`src/rtl/mdu_pkg.sv`:
```
// Shared encodings and width for the iterative multiply/divide unit.
package mdu_pkg;
    localparam int DW = 32;

    typedef enum logic [1:0] {
        OP_MULT  = 2'b00,
        OP_MULTU = 2'b01,
        OP_DIV   = 2'b10,
        OP_DIVU  = 2'b11
    } op_e;

    typedef enum logic [1:0] {
        S_IDLE = 2'd0,
        S_RUN  = 2'd1,
        S_DONE = 2'd2
    } state_e;

    function automatic logic op_signed(op_e op);
        return (op == OP_MULT) || (op == OP_DIV);
    endfunction

    function automatic logic op_is_div(op_e op);
        return (op == OP_DIV) || (op == OP_DIVU);
    endfunction
endpackage

```
`src/rtl/mdu_if.sv`:
```
// CPU-side bundle of the MDU: launch, MTHI/MTLO writes, status and HI/LO.
interface mdu_if #(parameter int DW = mdu_pkg::DW);
    logic          start;
    logic [1:0]    op;
    logic [DW-1:0] a;
    logic [DW-1:0] b;
    logic          hi_we;
    logic          lo_we;
    logic [DW-1:0] wdata;
    logic          busy;
    logic          done;
    logic [DW-1:0] hi;
    logic [DW-1:0] lo;

    modport master (output start, op, a, b, hi_we, lo_we, wdata,
                    input  busy, done, hi, lo);
    modport slave  (input  start, op, a, b, hi_we, lo_we, wdata,
                    output busy, done, hi, lo);
endinterface

```
`src/rtl/mdu_sign_fix.sv`:
```
// Conditional two's-complement negation; doubles as abs() when neg = sign bit.
module mdu_sign_fix #(parameter int W = 32) (
    input  logic [W-1:0] din,
    input  logic         neg,
    output logic [W-1:0] dout
);
    assign dout = neg ? (~din + {{(W-1){1'b0}}, 1'b1}) : din;
endmodule

```
`src/rtl/mdu_iter.sv`:
```
// Iterative MULT/MULTU/DIV/DIVU unit owning HI/LO: one bit per cycle on magnitudes,
// signs applied at commit.
module mdu_iter #(parameter int DW = mdu_pkg::DW) (
    input  logic clk,
    input  logic rst_n,
    mdu_if.slave bus
);
    import mdu_pkg::*;

    state_e        state, nstate;
    op_e           op_q;
    logic [DW-1:0] a_q, m_q, acc_hi, acc_lo, hi_r, lo_r;
    logic          neg_res, neg_rem, bzero, fin;
    logic [4:0]    cnt;

    op_e           op_in;
    logic          sgn_in;
    logic [DW-1:0] abs_a, abs_b;

    assign op_in  = op_e'(bus.op);
    assign sgn_in = op_signed(op_in);

    mdu_sign_fix #(.W(DW)) u_abs_a (.din(bus.a), .neg(sgn_in & bus.a[DW-1]), .dout(abs_a));
    mdu_sign_fix #(.W(DW)) u_abs_b (.din(bus.b), .neg(sgn_in & bus.b[DW-1]), .dout(abs_b));

    logic [2*DW-1:0] prod_fix;
    logic [DW-1:0]   quo_fix, rem_fix;

    mdu_sign_fix #(.W(2*DW)) u_fix_p (.din({acc_hi, acc_lo}), .neg(neg_res), .dout(prod_fix));
    mdu_sign_fix #(.W(DW))   u_fix_q (.din(acc_lo), .neg(neg_res), .dout(quo_fix));
    mdu_sign_fix #(.W(DW))   u_fix_r (.din(acc_hi), .neg(neg_rem), .dout(rem_fix));

    // Shared accumulator: multiply shifts {acc_hi,acc_lo} right, divide shifts it left.
    logic [DW:0] mul_sum, div_sh, div_diff;
    logic        div_ge;

    always_comb begin
        mul_sum  = {1'b0, acc_hi} + (acc_lo[0] ? {1'b0, m_q} : '0);
        div_sh   = {acc_hi, acc_lo[DW-1]};
        div_diff = div_sh - {1'b0, m_q};
        div_ge   = ~div_diff[DW];
    end

    logic [DW-1:0] res_hi, res_lo;

    always_comb begin
        {res_hi, res_lo} = prod_fix;
        if (op_is_div(op_q)) begin
            if (bzero) {res_hi, res_lo} = {a_q, {DW{1'b1}}};
            else       {res_hi, res_lo} = {rem_fix, quo_fix};
        end
    end

    always_ff @(posedge clk or negedge rst_n) begin
        if (!rst_n) state <= S_IDLE;
        else        state <= nstate;
    end

    always_comb begin
        nstate = state;
        case (state)
            S_IDLE:  if (bus.start) nstate = S_RUN;
            S_RUN:   if (fin) nstate = S_DONE;
            S_DONE:  nstate = S_IDLE;
            default: nstate = S_IDLE;
        endcase
    end

    // RUN holds 32 iteration cycles plus one commit cycle, so done lands 33 edges after start.
    always_ff @(posedge clk or negedge rst_n) begin
        if (!rst_n) begin
            op_q    <= OP_MULT;
            a_q     <= '0;
            m_q     <= '0;
            acc_hi  <= '0;
            acc_lo  <= '0;
            neg_res <= 1'b0;
            neg_rem <= 1'b0;
            bzero   <= 1'b0;
            fin     <= 1'b0;
            cnt     <= '0;
            hi_r    <= '0;
            lo_r    <= '0;
        end else begin
            case (state)
                S_IDLE: begin
                    if (bus.hi_we) hi_r <= bus.wdata;
                    if (bus.lo_we) lo_r <= bus.wdata;
                    if (bus.start) begin
                        op_q    <= op_in;
                        a_q     <= bus.a;
                        m_q     <= op_is_div(op_in) ? abs_b : abs_a;
                        acc_hi  <= '0;
                        acc_lo  <= op_is_div(op_in) ? abs_a : abs_b;
                        neg_res <= sgn_in & (bus.a[DW-1] ^ bus.b[DW-1]);
                        neg_rem <= sgn_in & bus.a[DW-1];
                        bzero   <= (bus.b == '0);
                        fin     <= 1'b0;
                        cnt     <= '0;
                    end
                end
                S_RUN: begin
                    if (!fin) begin
                        if (op_is_div(op_q)) begin
                            acc_hi <= div_ge ? div_diff[DW-1:0] : div_sh[DW-1:0];
                            acc_lo <= {acc_lo[DW-2:0], div_ge};
                        end else begin
                            acc_hi <= mul_sum[DW:1];
                            acc_lo <= {mul_sum[0], acc_lo[DW-1:1]};
                        end
                        cnt <= cnt + 5'd1;
                        fin <= (cnt == 5'd31);
                    end else begin
                        hi_r <= res_hi;
                        lo_r <= res_lo;
                        fin  <= 1'b0;
                    end
                end
                default: ;
            endcase
        end
    end

    assign bus.busy = (state != S_IDLE);
    assign bus.done = (state == S_DONE);
    assign bus.hi   = hi_r;
    assign bus.lo   = lo_r;
endmodule

```
`src/flat_wrapper.sv`:
```
// flat-port wrapper written by rule: the top's interface ports become plain ports
module mdu_iter_flat import mdu_pkg::*;
#(parameter int DW = mdu_pkg::DW)
  (clk, rst_n, bus_start, bus_op, bus_a, bus_b, bus_hi_we, bus_lo_we, bus_wdata, bus_busy, bus_done, bus_hi, bus_lo);
  mdu_if #(.DW(DW)) bus_i ();
  input  logic clk;
  input  logic rst_n;
  input wire logic [$bits(bus_i.start)-1:0] bus_start;
  input wire logic [$bits(bus_i.op)-1:0] bus_op;
  input wire logic [$bits(bus_i.a)-1:0] bus_a;
  input wire logic [$bits(bus_i.b)-1:0] bus_b;
  input wire logic [$bits(bus_i.hi_we)-1:0] bus_hi_we;
  input wire logic [$bits(bus_i.lo_we)-1:0] bus_lo_we;
  input wire logic [$bits(bus_i.wdata)-1:0] bus_wdata;
  output wire logic [$bits(bus_i.busy)-1:0] bus_busy;
  output wire logic [$bits(bus_i.done)-1:0] bus_done;
  output wire logic [$bits(bus_i.hi)-1:0] bus_hi;
  output wire logic [$bits(bus_i.lo)-1:0] bus_lo;
  assign bus_i.start = bus_start;
  assign bus_i.op = bus_op;
  assign bus_i.a = bus_a;
  assign bus_i.b = bus_b;
  assign bus_i.hi_we = bus_hi_we;
  assign bus_i.lo_we = bus_lo_we;
  assign bus_i.wdata = bus_wdata;
  assign bus_busy = bus_i.busy;
  assign bus_done = bus_i.done;
  assign bus_hi = bus_i.hi;
  assign bus_lo = bus_i.lo;
  mdu_iter #(.DW(DW)) u_core (.clk(clk), .rst_n(rst_n), .bus(bus_i));
endmodule
```
`config.mk`:
```
export PLATFORM = sky130hd
export DESIGN_NAME = mdu_iter_flat
export DESIGN_NICKNAME = d
export VERILOG_FILES = /design/src/rtl/mdu_pkg.sv /design/src/rtl/mdu_if.sv /design/src/rtl/mdu_sign_fix.sv /design/src/rtl/mdu_iter.sv /design/src/flat_wrapper.sv
export SDC_FILE = /design/constraint.sdc
export NUM_CORES = 1
export LEC_CHECK = 0
export ABC_CLOCK_PERIOD_IN_PS = 3100
export BUFFER_PORTS_ARGS = -buffer_cell sky130_fd_sc_hd__buf_2
export CAP_MARGIN = 20
export CORE_MARGIN = 8
export CORE_UTILIZATION = 30
export DETAILED_ROUTE_END_ITERATION = 10
export GPL_ROUTABILITY_DRIVEN = 0
export PLACE_DENSITY = 0.51
export SYNTH_ARGS = -nofsm -noshare
export SYNTH_HDL_FRONTEND = slang
export SYNTH_HIERARCHICAL = 1
export SYNTH_SLANG_ARGS = --single-unit
```
`constraint.sdc`:
```
create_clock -name clk -period 3.1 [get_ports clk]
set_input_delay 0.62 -clock clk [delete_from_list [all_inputs] [get_ports clk]]
set_output_delay 0.62 -clock clk [all_outputs]
set_load 0.05 [all_outputs]
```
-- Yosys cells after proc, flatten, opt, wreduce, memory -nomap -nowiden
Index checks and enable logic that the tools add are counted.
- register bits after elaboration: 205
- bits of input ports: 103
- output and inout bits: 66
- word-level logic and storage cells: 93
- $add $sub $neg: 8
- equality and inequality tests: 12
- multiplexer cells: 36
- bitwise logic cells: 10
- reduce and logical (&&, ||, !) cells: 14
- operators with widths (operator ; count):
    $mux W32 ; 22
    $pmux W32 S2 ; 4
    $add A32 B1 Y32 const B ; 4
    $not A32 Y32 ; 4
    $add A64 B1 Y64 const B ; 1
    $mux W64 ; 1
    $not A64 Y64 ; 1
    $add A32 B33 Y33 ; 1
    $sub A33 B32 Y33 ; 1
    $logic_not A32 Y1 ; 1
    $eq A2 B2 Y1 const B ; 5
    $mux W5 ; 2
    $pmux W5 S2 ; 1
    $reduce_and A3 Y1 ; 3
    $ne A2 B2 Y1 const B ; 4
    $reduce_and A2 Y1 ; 3
    $add A5 B1 Y5 const B ; 1
    $eq A5 B5 Y1 const B ; 1
    $logic_not A2 Y1 ; 2
    $mux W2 ; 2
    $pmux W2 S2 ; 1
    $reduce_bool A2 Y1 ; 2
    $and A1 B1 Y1 ; 3
    $logic_or A1 B1 Y1 ; 3
    other kinds (6) ; 7

-- Longest topological paths before layout
Gate-level depths: netlist of the first run.
- word-level depth: 7
- mapped depth: 15
- mapped depth without buffers: 14

-- Hierarchy
The synthesis of the first run kept the hierarchy.
- modules (own cells, without submodules) (module ; times used ; cells an instance ; area each (um^2) ; seq. area each (um^2)):
    mdu_iter ; 1 ; 1687 ; 14331.2 ; 5104.9
    mdu_sign_fix at u_core.u_abs_a ... ; 4 ; 99 ; 777.0 ; 0.0
    mdu_sign_fix at u_core.u_fix_p ; 1 ; 206 ; 1649.1 ; 0.0

-- Least setup slack after synthesis of the first run
No wires, ideal clock.
- path type: reg2reg
- from: register u_core.acc_lo[0]
- to: register u_core.acc_hi[29]
- library setup time: 0.128 ns
- data arrival time: 3.277 ns
- data required time: 2.972 ns
- path slack: -0.306 ns
- cell stages (with the launch flop): 16
- path buffers: 1
- period minus slack after synthesis: 3.406 ns
- path through: dfrtp_1 clkbuf_1 and2_1 ha_1 inv_1 fa_1 nand2b_1 a21oi_1 o41a_1 o221ai_1 o21a_1 o311ai_1 nand4_1 a21oi_1 and3_1 nor3_1
- word-level cells in the longest chain between the ends: 5
- RTL lines (item ; RTL line ; RTL):
    start: declaration ; mdu_iter.sv:12 ; logic [DW-1:0] a_q, m_q, acc_hi, acc_lo, hi_r, lo_r;
    start signal: assignment ; mdu_iter.sv:94 ; acc_lo <= op_is_div(op_in) ? abs_a : abs_b;
    start signal: assignment ; mdu_iter.sv:106 ; acc_lo <= {acc_lo[DW-2:0], div_ge};
    start signal: assignment ; mdu_iter.sv:109 ; acc_lo <= {mul_sum[0], acc_lo[DW-1:1]};
    $mux W32 ; mdu_iter.sv:38 ; mul_sum = {1'b0, acc_hi} + (acc_lo[0] ? {1'b0, m_q} : '0);
    $add A32 B33 Y33 ; mdu_iter.sv:38 ;
    $mux W32 ; mdu_iter.sv:104 ; if (op_is_div(op_q)) begin
    $mux W32 ; mdu_iter.sv:103 ; if (!fin) begin
    $pmux W32 S2 ; mdu_iter.sv:85 ; case (state)
    end signal: assignment ; mdu_iter.sv:105 ; acc_hi <= div_ge ? div_diff[DW-1:0] : div_sh[DW-1:0];
    end signal: assignment ; mdu_iter.sv:108 ; acc_hi <= mul_sum[DW:1];
    end: declaration ; mdu_iter.sv:12 ;
No other way between the ends. The select of a mux whose other input is x is not followed.
A chain may end at the register's enable or synchronous reset.

-- Worst setup path in the final report of the first run
- from: register u_core.m_q[0]
- to: register u_core.acc_hi[24]
- word-level cells in the longest chain between the ends: 5
- elaborated cells on any way between the ends: 7
- those cells by class: add/sub: 2; mux: 5
- RTL lines (item ; RTL line ; RTL):
    start: declaration ; mdu_iter.sv:12 ;
    start signal: assignment ; mdu_iter.sv:92 ; m_q <= op_is_div(op_in) ? abs_b : abs_a;
    $mux W32 or $sub A33 B32 Y33 (tied branches) ; mdu_iter.sv:38, mdu_iter.sv:40 ;
    $add A32 B33 Y33 or $mux W32 (tied branches) ; mdu_iter.sv:38, mdu_iter.sv:105 ;
    $mux W32 * ; mdu_iter.sv:104 ;
    $mux W32 * ; mdu_iter.sv:103 ;
    $pmux W32 S2 * ; mdu_iter.sv:85 ;
Mark *: on every way between the ends. The rest lies on a longest branch, timed or not. The select of a mux whose other input is x is not followed.

==> results of run 1 <==
==> routing by layer <==
| metal | up-vias | part of all wire (%) | wire length, µm | global-route usage, % |
|---|---|---|---|---|
| li1 | 9091 | - | - | - |
| met1 | 9361 | 46 | 34910 | 28.36 |
| met2 | 641 | 46 | 34910 | 32.86 |
| met3 | 88 | 6.8 | 5214 | 3.586 |
| met4 | 4 | 2.0 | 1557 | 4.095 |
| met5 | - | 0.029 | 22 | 0 |
==> flip-flops by register name (all words and copies together) (netlist names), 2 cells and up <==
name,flops
u_core/m_q,32
u_core/acc_hi,32
u_core/acc_lo,32
u_core/bus.hi,32
u_core/bus.lo,32
u_core/a_q,32
u_core/cnt,5
u_core/state,2
==> worst max-delay path, cell delays in order, from the launching register on <==
cell and delay, ns:
dfrtp_1 0.41, buf_6 0.13, ha_4 0.16, fa_2 0.35, nand2b_4 0.17, a21oi_4 0.17
o21ai_4 0.09, o211ai_1 0.20, buf_4 0.18, a311oi_4 0.10, o21bai_4 0.24, xnor2_4 0.15
buf_12 0.17, mux2_4 0.30, a32oi_1 0.18, o21ai_1 0.08
==> cell usage in the layout, fill, tap and decap left out, types with 21 or more instances in the layout <==
cell / count
xor2_1: 28
o21ai_0: 190
nand4_1: 22
ha_1: 65
and2_1: 35
buf_2: 166
o21ai_1: 46
buf_4: 275
o41ai_1: 24
a31oi_1: 38
nand2_1: 346
o41ai_2: 25
mux2i_1: 102
nor2_1: 119
xnor2_1: 210
a21o_1: 21
o31ai_1: 54
nand2b_1: 28
mux2_2: 66
clkbuf_16: 27
o221ai_1: 33
inv_1: 61
dfrtp_1: 198
nand3_1: 23
a21oi_1: 102
==> path summary, 6_finish.rpt <==
path,from,end,depth (start not counted)
max in group asynchronous,rst_n,u_core/acc_hi[12],2
max,u_core/m_q[0],u_core/acc_hi[24],15
min reg2reg,u_core/a_q[20],u_core/a_q[20],2
min,rst_n,u_core/bus.lo[31],1
max reg2reg,u_core/m_q[0],u_core/acc_hi[24],15
min in group clk,bus_wdata[18],u_core/bus.lo[18],3
==> repair_timing <==
| item | 4_1_cts | 5_1_grt |
|---|---|---|
| endpoints found under the setup margin | 47 | 47 |
| pin swaps | 27 | 42 |
| setup buffers | 10 | 11 |
| gates resized for setup | 70 | 74 |
==> cell families (layout without fill, tap and decap cells) <==
| kind of cell | after synthesis | count (layout) | share of synthesized area [%] |
|---|---|---|---|
| AOI/OAI and AO/OA | 665 | 665 | 23.37 |
| xor gates and xnor gates | 240 | 240 | 11.11 |
| adders and majority gates | 73 | 73 | 4.864 |
| buffers and inverters | 185 | 578 | 3.998 |
| DFF | 204 | 204 | 26.74 |
| muxes | 169 | 169 | 9.301 |
| other | 0 | 2 | 0 |
| and+or+nand+nor | 753 | 753 | 20.62 |
==> stage by stage <==
step,util (%),TNS [ns]
after global routing,38.78,-4.762
after CTS,38.17,-0.3360
after floorplan,-,-0.01498
final,38.79,-1.331
after global placement,36.18,-8.713
after detailed placement,36.18,-10.98
==> power breakdown <==
part / total (µW) / internal (µW) / switching [µW]
combinational: 24500 / 10200 / 14300
clock: 3320 / 1980 / 1340
sequential: 5100 / 4040 / 1060
==> final cells by class <==
cell class,instances,area [µm²]
fillers,6432,38540
multi-input cells,1900,13790
flip-flops and latches,204,5115
repair buffers,467,3313
well taps,846,1059
clock buffers,35,725.7
inverters,62,232.7
clock inverters,14,182.7
diodes,2,5.005
==> results.sh, run 1 <==
export IMPL_outcome="complete, but fails checks"
export IMPL_failed_checks="negative setup slack"
export IMPL_synth_area_top_cells="dfrtp_1 (27%), xnor2_1 (9.7%), nand2_1 (6.8%)"
export IMPL_grt_remaining_overflow=0
export IMPL_finalPower_uw=32930
export IMPL_final_hold_viol_count=0
export IMPL_route_antenna_remaining_nets=0
export IMPL_wire_per_inst_um=21.70
export IMPL_hold_buffers=0
export IMPL_synth_seq_area_share_pct=26.74
export IMPL_finalCriticalPeriod_ns=3.216
export IMPL_global_route_wire_length_before_repair_um=114900
export IMPL_yosysTopAreaCellShare_pct=26.74
export IMPL_clock_path_buffers=3
export IMPL_cts_buffers_inserted=27
export IMPL_clockRootBuffer="clkbuf_16"
export IMPL_firstDrtPassIters=8
export IMPL_io_pins=169
export IMPL_finalNonFillerCells=3530
export IMPL_fin_crit_sh_pct=103.7
export IMPL_clock_sink_count=204
export IMPL_antenna_found_initial=3
export IMPL_gr_usage_all_layers_pct=20.36
export IMPL_dpl_cell_count=3460
export IMPL_postSynthRegisterBits=204
export IMPL_worstHoldPathType="in -> async"
export IMPL_ys_dominant_reg_cell="dfrtp_1"
export IMPL_clkLatencyLatePin_ns=0.58
export IMPL_dominant_cell_by_count_in_the_synthesized_netlist="nand2_1"
export IMPL_placed_area_mm2=0.02278
export IMPL_worst_margin_pin_slew_ns=0.7827
export IMPL_count_of_flip_flops_with_a_built_in_enable_after_synthesis=0
export IMPL_numPortBuffers=168
export IMPL_vias=19190
export IMPL_synth_fp_nets=2465
export IMPL_dp_hpwl_um=60060
export IMPL_cp_end_kind="flip-flop"
export IMPL_synthTopCellsByCount="nand2_1 (348), o21ai_0 (222), xnor2_1 (211)"
export IMPL_cell_pwr_density_mw_per_mm2=1349
export IMPL_pre_cts_slack_ns=-0.4140
export IMPL_ys_warnings_count=6
export IMPL_cts_reportedPaths_clkPinSlew_ns=0.06
export IMPL_maxSlewViolCount=0
export IMPL_tritoncts="built"
export IMPL_fraction_of_final_layout_cells_sized_beyond_drive_strength_1_pct=28.60
export IMPL_critPathArrivalTime_ns=3.67
export IMPL_reg2reg_slack_ns=-0.12
export IMPL_hold_ws_ns=0.07601
export IMPL_worst_ep_required_time_ns=3.56
export IMPL_first_iter_violations=1542
export IMPL_maximum_number_of_pins_on_one_net_before_global_route_repair=127
export IMPL_floorplan_initialDensity_pct=30.32
export IMPL_netlist_area_mm2=0.01909
export IMPL_design_final_nets=2838
export IMPL_crit_fanout=11
export IMPL_setup_worst_path_class="reg -> reg"
export IMPL_clock_fmax_mhz=310.9
export IMPL_overall_routed_net_length_um=76600
export IMPL_synthArstFlopShare_pct=100.0
export IMPL_core_rowCount=92
export IMPL_post_drt_via_cell_ratio=5.435
export IMPL_worst_slew_margin_rel_pct=47.82
export IMPL_netlist_cell_type_count=91
export IMPL_drt_drc_violations_left=0
export IMPL_core_region_area_mm2=0.06297
export IMPL_area_growth_syn_to_layout_pct=27.94
export IMPL_floorplan_die_height_um=268.2
export IMPL_skew_ns=0.03293
export IMPL_timing_max_cap_violations=0
export IMPL_grt_setup_unrepaired="true"
export IMPL_setup_violations_final=21
export IMPL_syn_inst=2289
export IMPL_die_area_mm2=0.07196
export IMPL_power_leakage_uw=0.01008
export IMPL_die_x_um=268.2
export IMPL_htree_num_levels=1
export IMPL_postLayoutCellArea_mm2=0.02442
export IMPL_synthDominantAreaCellType="dfrtp_1"
export IMPL_synth_avg_cell_area_um2=8.339
export IMPL_vdd_drop_max_mv=0.5225
export IMPL_vias_in_the_first_global_route=18740
export IMPL_startpoint_type="flip-flop"
export IMPL_worst_slack_ns=-0.1162
Power figures use the tool's default switching activity.
==> inputs of run 2 (changes only) <==
- ABC_AREA: unset -> 1
- CORE_MARGIN: 8 -> unset
==> results.sh, run 2 <==
export IMPL_ys_dominant_reg_cell="dfrtp_1"
export IMPL_synth_area_top_cells="dfrtp_1 (23%), nand2_1 (23%), nor2_1 (8.5%)"
export IMPL_min_delay_start="bus_wdata[2]"
export IMPL_slowest_delay_ns=0.39
export IMPL_worst_ep_required_time_ns=3.55
export IMPL_worst_path_max_delay_cell="fa_1"
export IMPL_floorplan_die_height_um=276.1
export IMPL_floorplan_initialDensity_pct=30.28
export IMPL_global_route_wire_length_before_repair_um=151100
export IMPL_antenna_found_initial=4
export IMPL_dominant_cell_by_count_in_the_synthesized_netlist="nand2_1"
export IMPL_utilization_pct=34.49
export IMPL_firstDrtPassIters=8
export IMPL_final_common_cell="nand2_1"
export IMPL_layout_cells_most_common_list="nand2_1 (1355), nor2_1 (508), inv_1 (438)"
export IMPL_ys_warnings_count=6
export IMPL_design_final_nets=4168
export IMPL_maximum_number_of_pins_on_one_net_before_global_route_repair=101
export IMPL_core_region_area_mm2=0.07445
export IMPL_synthTopCellsByCount="nand2_1 (1358), nor2_1 (512), inv_1 (441)"
export IMPL_timing_critical_path_cells="buf_4 -> inv_1 -> fa_1 -> inv_1 -> nand2_1 -> nand2_1 -> nand3_1 -> nand2_2 -> nand2_1 -> nand2_2 -> nand2_2 -> nand2_2 -> nand2_4 -> nand2_4 -> inv_1 -> nand2_1 -> nand3_1 -> nand2_1 -> nand2_1"
export IMPL_timing_setup_tns_ns=0
export IMPL_worstReg2RegStart="u_core/acc_hi[0]"
export IMPL_sw_frac_of_total_pct=60.23
export IMPL_critical_path_top_cell_by_count="nand2_1"
export IMPL_cell_pwr_density_mw_per_mm2=1372
export IMPL_synthDominantAreaCellType="dfrtp_1"
export IMPL_cts_reportedPaths_clkPinSlew_ns=0.08
export IMPL_synthArstFlopShare_pct=100.0
export IMPL_share_clk_of_total_power_pct=9.2
export IMPL_crit_start="u_core/acc_hi[0]"
export IMPL_grt_setup_unrepaired="false"
export IMPL_crit_fanout=16
export IMPL_htree_num_levels=1
export IMPL_numPortBuffers=168
export IMPL_postSynthRegisterBits=204
export IMPL_filler_cell_count=8447
export IMPL_synth_fp_nets=4026
export IMPL_netlist_area_mm2=0.02254
export IMPL_cts_buffers_inserted=27
export IMPL_synth_avg_cell_area_um2=5.855
export IMPL_worst_slew_margin_rel_pct=42.58
export IMPL_worstHoldPathType="in -> reg"
export IMPL_cp_end_kind="flip-flop"
export IMPL_timing_max_cap_violations=0
export IMPL_fraction_of_final_layout_cells_sized_beyond_drive_strength_1_pct=11.76
export IMPL_finalCriticalPeriod_ns=2.790
export IMPL_clockRootBuffer="clkbuf_16"
export IMPL_worst_margin_pin_slew_ns=0.8604
export IMPL_drt_drc_violations_left=0
export IMPL_startpoint_type="flip-flop"
export IMPL_comb_power_share_pct=73.7
export IMPL_clkLatencyLatePin_ns=0.59
export IMPL_intPower_uw=14010
export IMPL_route_antenna_remaining_nets=0
export IMPL_post_drt_via_cell_ratio=5.192
export IMPL_die_x_um=276.1
export IMPL_tritoncts="built"
export IMPL_io_pins=169
export IMPL_postCtsSetupBuffers=0
export IMPL_syn_inst=3850
export IMPL_vias=25870
export IMPL_fin_crit_sh_pct=89.99
export IMPL_clock_fmax_mhz=358.5
export IMPL_clock_path_buffers=3
export IMPL_overall_routed_net_length_um=101500
export IMPL_critPathArrivalTime_ns=3.24
export IMPL_count_of_flip_flops_with_a_built_in_enable_after_synthesis=0
export IMPL_area_growth_syn_to_layout_pct=13.90
export IMPL_skew_ns=0.04077
export IMPL_power_leakage_uw=0.01292
export IMPL_gr_usage_all_layers_pct=25.94
export IMPL_outcome="finished, final reports clean"
export IMPL_setup_violations_final=0
export IMPL_share_seq_of_total_power_pct=17.1
export IMPL_setup_worst_path_class="reg -> reg"
export IMPL_wire_per_inst_um=20.38
export IMPL_vias_in_the_first_global_route=23680
export IMPL_first_iter_violations=2693
export IMPL_final_hold_viol_count=0
export IMPL_vdd_drop_max_mv=0.5618
export IMPL_grt_remaining_overflow=0
export IMPL_core_rowCount=100
export IMPL_die_area_mm2=0.07624
export IMPL_netlist_cell_type_count=50
export IMPL_yosysTopAreaCellShare_pct=22.65
export IMPL_net_sw_power_uw=21220
export IMPL_synth_seq_area_share_pct=22.65
export IMPL_dp_hpwl_um=81540
export IMPL_maxSlewViolCount=0
export IMPL_clock_sink_count=204
run 2: cell types whose count changed in the layout (fill, tap and decap cells not counted), moves of 33 or more:
cell	previous run	this run
a31oi_1	38	97
nand2_1	346	1355
nor2_1	119	508
nand3_1	23	223
inv_1	61	438
mux2i_1	102	1
nor2_2	5	47
o31ai_1	54	2
o211ai_1	9	58
xnor2_1	210	59
mux2_2	66	0
nor2_4	1	34
buf_4	275	73
run 2: through the flow:
stage,worst slack [ns],hold WS [ns],total power (µW),cells,area (µm²)
after floorplan,0.2876,0.3244,22770,3850,22540
after global placement,0.3008,0.4648,31490,4931,24780
after detailed placement,0.2966,0.4663,31510,4931,24780
after CTS,0.2794,0.2981,34850,4981,25670
after global routing,0.1245,0.3293,38010,4981,25670
final,0.3103,0.3217,35240,4982,25680
run 2: power by group through the flow:
stage	Clock (µW)	Sequential [µW]	Combinational (µW)
2_1_floorplan	0	6830	15900
5_1_grt	3390	6160	28500
6_report	3240	6040	26000
3_3_place_gp	0	6030	25500
3_5_place_dp	0	6030	25500
4_1_cts	3280	5990	25600
run 2: worst paths after layout:
kind	end	slack (ns)	cells past startpoint
max reg2reg	u_core/acc_hi[12]	0.31	19
min in group asynchronous	u_core/state[0]	0.54	2
max in group asynchronous	u_core/acc_hi[29]	1.81	3
min	u_core/bus.lo[2]	0.32	3
min reg2reg	u_core/a_q[9]	0.48	2
max	u_core/acc_hi[12]	0.31	19
run 2: per-layer routing:
| metal | track usage, % | routed length (µm) | up-vias |
|---|---|---|---|
| li1 | - | - | 12610 |
| met1 | 36.69 | 46120 | 12060 |
| met2 | 40.83 | 44450 | 1047 |
| met3 | 2.560 | 7094 | 151 |
| met4 | 9.182 | 3837 | 2 |
| met5 | 0 | 17 | - |
run 2: final cells by class:
class	count	area [µm²]	area share [%]
antenna	1	2.502	0.009746
timing repair buffer	252	1609	6.267
sequential	204	5112	19.91
clock inverter	12	120.1	0.4678
multi-input combinational	3046	15110	58.83
tap	969	1212	4.722
inverter	461	1750	6.817
clock buffer	37	763.2	2.973
run 2: critical path: cells and delay by family, from the launching register on:
kind	cells	cell delay (ns)
simple gates	14	1.30
buf+inv	4	0.62
fa+ha+maj	1	0.39
flops	1	0.36
run 2: repair_timing:
item                                    CTS  global route
endpoints found under the setup margin    0             2
hold buffers                              1             0
endpoints found under the hold margin    38             0
resized for setup                         0             1
run 2: cell families (layout without fill, tap and decap cells):
| kind of cell | after synthesis | count (layout) | synth area share (%) |
|---|---|---|---|
| flip-flops | 204 | 204 | 22.65 |
| adder cells (fa/ha/maj) | 73 | 73 | 4.118 |
| other | 0 | 1 | 0 |
| XOR/XNOR | 109 | 109 | 4.268 |
| multiplexers | 1 | 1 | 0.04440 |
| buffers and inverters | 600 | 762 | 10.45 |
| AO/OA/AOI/OAI | 548 | 548 | 14.62 |
| AND/OR/NAND/NOR | 2315 | 2315 | 43.86 |
